<file path="src/rtl/alu_nibble_seq.sv">
// Sequential W-bit ALU that reuses one external 4-bit combinational slice ALU, LSB nibble first.
// Optional overflow output is enabled with macro ALU_SEQ_OVF_EN.
module alu_nibble_seq #(
  parameter int NSLICE = 4
) (
  input  logic                  clk,
  input  logic                  rst,
  input  logic                  start,
  input  logic [4*NSLICE-1:0]   x,
  input  logic [4*NSLICE-1:0]   y,
  input  logic [5:0]            ctrl,
  output logic                  busy,
  output logic                  done,
  output logic [4*NSLICE-1:0]   out,
  output logic                  zr,
  output logic                  ng,
`ifdef ALU_SEQ_OVF_EN
  output logic                  ovf,
`endif
  output logic [3:0]            alu_x,
  output logic [3:0]            alu_y,
  output logic [5:0]            alu_ctrl,
  output logic                  alu_cin,
  input  logic [3:0]            alu_out,
  input  logic                  alu_cout
);

  localparam int W  = 4 * NSLICE;
  localparam int KW = (NSLICE > 1) ? $clog2(NSLICE) : 1;

  typedef enum logic [1:0] {
    S_IDLE,
    S_RUN,
    S_DONE
  } state_t;

  state_t          r_state;
  state_t          w_state_next;
  logic            w_run;
  logic            w_accept;
  logic            w_last;

  logic [W-1:0]    r_x;
  logic [W-1:0]    r_y;
  logic [5:0]      r_ctrl;
  logic [KW-1:0]   r_k;
  logic            r_carry;
  logic [W-1:0]    r_result;
  logic [W-1:0]    w_result_next;
  logic [W-1:0]    r_out;
  logic            r_zr;
  logic            r_ng;

  assign w_last = (r_k == KW'(NSLICE - 1));

  always_ff @(posedge clk) begin
    if (rst) begin
      r_state <= S_IDLE;
    end else begin
      r_state <= w_state_next;
    end
  end

  always_comb begin
    w_state_next = r_state;
    w_run        = 1'b0;
    w_accept     = 1'b0;
    busy         = 1'b1;
    done         = 1'b0;
    case (r_state)
      S_IDLE: begin
        busy = 1'b0;
        if (start) begin
          w_accept     = 1'b1;
          w_state_next = S_RUN;
        end
      end
      S_RUN: begin
        w_run = 1'b1;
        if (w_last) begin
          w_state_next = S_DONE;
        end
      end
      S_DONE: begin
        done         = 1'b1;
        w_state_next = S_IDLE;
      end
      default: begin
        w_state_next = S_IDLE;
      end
    endcase
  end

  // Current slice result merged into the partial result; on the last slice this is the full answer.
  always_comb begin
    w_result_next = r_result;
    w_result_next[4*r_k +: 4] = alu_out;
  end

`ifdef ALU_SEQ_OVF_EN
  logic w_ex;
  logic w_ey;
  logic w_r;
  logic w_ovf_next;
  logic r_ovf;

  // Signed overflow of the adder: both effective operands share a sign the (pre-no) result lacks.
  assign w_ex       = (r_ctrl[5] ? 1'b0 : r_x[W-1]) ^ r_ctrl[4];
  assign w_ey       = (r_ctrl[3] ? 1'b0 : r_y[W-1]) ^ r_ctrl[2];
  assign w_r        = w_result_next[W-1] ^ r_ctrl[0];
  assign w_ovf_next = r_ctrl[1] & (w_ex == w_ey) & (w_r != w_ex);
  assign ovf        = r_ovf;

  always_ff @(posedge clk) begin
    if (rst) begin
      r_ovf <= 1'b0;
    end else if (w_run && w_last) begin
      r_ovf <= w_ovf_next;
    end
  end
`endif

  always_ff @(posedge clk) begin
    if (rst) begin
      r_x      <= '0;
      r_y      <= '0;
      r_ctrl   <= '0;
      r_k      <= '0;
      r_carry  <= 1'b0;
      r_result <= '0;
      r_out    <= '0;
      r_zr     <= 1'b0;
      r_ng     <= 1'b0;
    end else begin
      if (w_accept) begin
        r_x      <= x;
        r_y      <= y;
        r_ctrl   <= ctrl;
        r_k      <= '0;
        r_carry  <= 1'b0;
        r_result <= '0;
      end
      if (w_run) begin
        r_result <= w_result_next;
        // Carry only chains through add; logical AND slices are independent.
        r_carry  <= r_ctrl[1] ? alu_cout : 1'b0;
        if (w_last) begin
          r_out <= w_result_next;
          r_zr  <= (w_result_next == '0);
          r_ng  <= w_result_next[W-1];
        end else begin
          r_k <= r_k + KW'(1);
        end
      end
    end
  end

  assign out      = r_out;
  assign zr       = r_zr;
  assign ng       = r_ng;
  assign alu_x    = w_run ? r_x[4*r_k +: 4] : 4'h0;
  assign alu_y    = w_run ? r_y[4*r_k +: 4] : 4'h0;
  assign alu_ctrl = w_run ? r_ctrl : 6'h00;
  assign alu_cin  = w_run ? r_carry : 1'b0;

endmodule

</file>
<file path="config.mk">
export PLATFORM = sky130hd
export DESIGN_NAME = alu_nibble_seq
export DESIGN_NICKNAME = d
export VERILOG_FILES = /design/src/rtl/alu_nibble_seq.sv
export SDC_FILE = /design/constraint.sdc
export NUM_CORES = 1
export LEC_CHECK = 0
export BUFFER_PORTS_ARGS = -buffer_cell sky130_fd_sc_hd__buf_2
export CORE_MARGIN = 5
export CORE_UTILIZATION = 43
export CTS_CLUSTER_DIAMETER = 60
export DETAILED_ROUTE_END_ITERATION = 8
export GPL_TIMING_DRIVEN = 0
export PLACE_DENSITY_LB_ADDON = 0.3
export REMOVE_ABC_BUFFERS = 1
export SETUP_SLACK_MARGIN = 0.3
export SLEW_MARGIN = 5
export SYNTH_ARGS = -nofsm -noshare
export SYNTH_HDL_FRONTEND = slang
export SYNTH_SLANG_ARGS = --single-unit
export TNS_END_PERCENT = 100
</file>
<file path="constraint.sdc">
create_clock -name clk -period 3.7 [get_ports clk]
set_input_delay 0.74 -clock clk [delete_from_list [all_inputs] [get_ports clk]]
set_output_delay 0.74 -clock clk [all_outputs]
set_load 0.03 [all_outputs]
</file>
==> run summary <==
status: finished, final reports clean
Die Ht: 99.6 um
Pleak: 1.66 nW
total die area: 0.00993 mm2
setup bufs post-CTS: 0
final hold vios: 0
core region area: 0.00777 mm2
RSZ-0062 raised after global routing: no
critical path type: flip-flop to output port
CTS Root Cell: clkbuf_8
EDFF count, synth: 0
Detailed Route Iter0 Violations: 126
synthesized instance count: 418
drt pass-1 iters: 4
cts-stage hold buffer count: 0
largest net degree at the start of global routing: 77
vias: 3077
CTS buffer count: 9
Remaining DRCs: 0
Worst Path Arrival: 2.33 ns
Tcrit/Tclk final: 82.9%
area grow syn2layout: 18.6%
GRT overflow: 0
post-DP HPWL: 5470 um
Final nets: 530
worst IR drop on VDD: 0.297 mV
Max FO, Critical Path: 21
Vias/cell: 5.26
max-cap violation count: 0
Fin Setup TNS: 0 ns
vias in the first global route: 2954
critical path startpoint category: flip-flop
Post-synth ARST share: 0%
minimum clock period: 3.07 ns
Worst Path Required: 2.96 ns
most common cell after layout, fill and taps aside: nand2_1
Achievable Freq: 326 MHz
average wire per standard cell: 14.2 um
post_cts resized: 0
Hold Path Class: flip-flop to flip-flop
Worst-Margin Slew: 1.02 ns
H-tree depth: 3
dpl cell area: 0.00387 mm2
post-synthesis sequential area ratio: 44.0%
Setup crit end kind: output port
Port Buffers: 80
global-route wire length before repair: 13800 um
Relative slew margins: 32.2%
Final setup viols: 0
CTS tree: yes
Routed Antenna Nets: 0
Clock Latency Late Sink: 0.36 ns
Yosys reg bits: 76
CTS Buffer Depth: 2
placer congestion estimate: 0.855
die width: 99.6 um
num rows: 32
P per Cell Area: 439 mW/mm2
final wirelength: 8340 um
Final Max Tran Viols: 0
Post-Syn Area: 0.00345 mm2
clock sink total: 76
initial antenna violation count: 0
layout cells sized above 1: 24.8%
hold slack: 0.454 ns
Initial Util: 44.5%
final instance area: 0.00410 mm2
syn_area_per_cell: 8.26 um2
Cell variety after synth: 46
clock-pin slew on the worst setup and hold paths: 0.09 ns
ANT cells: 0
Main synth FF type: dfxtp_1
Clock Skew: 0.0144 ns
synth warn: 0
Util after Layout: 52.7%
Tot GR Track Use: 17.1%
I/O pin total: 81
commonest non-fill, non-tap cells in the layout: nand2_1 (90), buf_2 (79), dfxtp_1 (76)
==> state kept, by name (all words and copies together), names as in the netlist <==
register	count
r_x	16
r_y	16
r_result	16
r_k	2
r_ctrl	6
r_carry	1
r_state	2
zr	1
out	16
==> power breakdown <==
part	total (mW)	switching, mW	internal (mW)
Sequential	0.870	0.0226	0.847
Combinational	0.214	0.132	0.0819
Clock	0.714	0.314	0.401
Total	1.80	0.469	1.33
==> layout make-up <==
| type | instances | area, um2 |
|---|---|---|
| Sequential cell | 76 | 1520 |
| Inverter | 6 | 22.5 |
| Fill cell | 781 | 3670 |
| Tap cell | 102 | 128 |
| Multi-Input combinational cell | 303 | 1760 |
| Clock buffer | 11 | 141 |
| Clock inverter | 5 | 85.1 |
| Timing Repair Buffer | 82 | 438 |
==> critical path, cell delays in order, from the launching register on <==
cell	delay, ns
dfxtp_1	1.00
mux4_2	0.60
and2_1	0.19
buf_2	0.18
==> synth_stat cells, drive strengths merged, types with 7 or more instances <==
cell type,count,area (um2)
a31oi,7,43.8
nand3,12,60.1
nor3,10,66.3
mux4,8,180
and2,16,100
nor2,47,179
buf,13,85.1
clkbuf,20,75.1
dfxtp,76,1520
a21oi,52,264
nand2,90,338
==> per-stage QoR <==
stage	total power, mW	std cells	setup slack (ns)
floorplan	1.01	385	1.18
global placement	1.09	567	0.269
detailed placement	1.10	569	0.818
CTS	1.81	585	0.590
global route	1.88	585	0.465
finish	1.80	585	0.632
==> worst paths after layout <==
kind | endpoint | cells past startpoint | slack (ns) | start
max | alu_x[0] | 3 | 0.63 | r_k[0]
min reg2reg | r_y[11] | 2 | 0.45 | r_y[11]
min | r_y[11] | 2 | 0.45 | r_y[11]
max reg2reg | zr | 6 | 0.82 | r_k[0]
==> per-layer routing <==
layer / vias to the layer above / wire length (um) / global-route usage (%)
met5: - / 0 / 0
met4: 0 / 84 / 4.83
met3: 8 / 576 / 5.54
met2: 99 / 3930 / 28.7
met1: 1418 / 3740 / 21.2
li1: 1552 / - / -
==> cells by family after synthesis <==
| group | share of synthesized area (%) |
|---|---|
| adder cells (fa/ha/maj) | 2.17 |
| buffers and inverters | 5.29 |
| flip-flops | 44.0 |
| AO/OA/AOI/OAI | 17.0 |
| multiplexers | 5.22 |
| AND/OR/NAND/NOR | 26.3 |
Power figures use the tool's default switching activity.
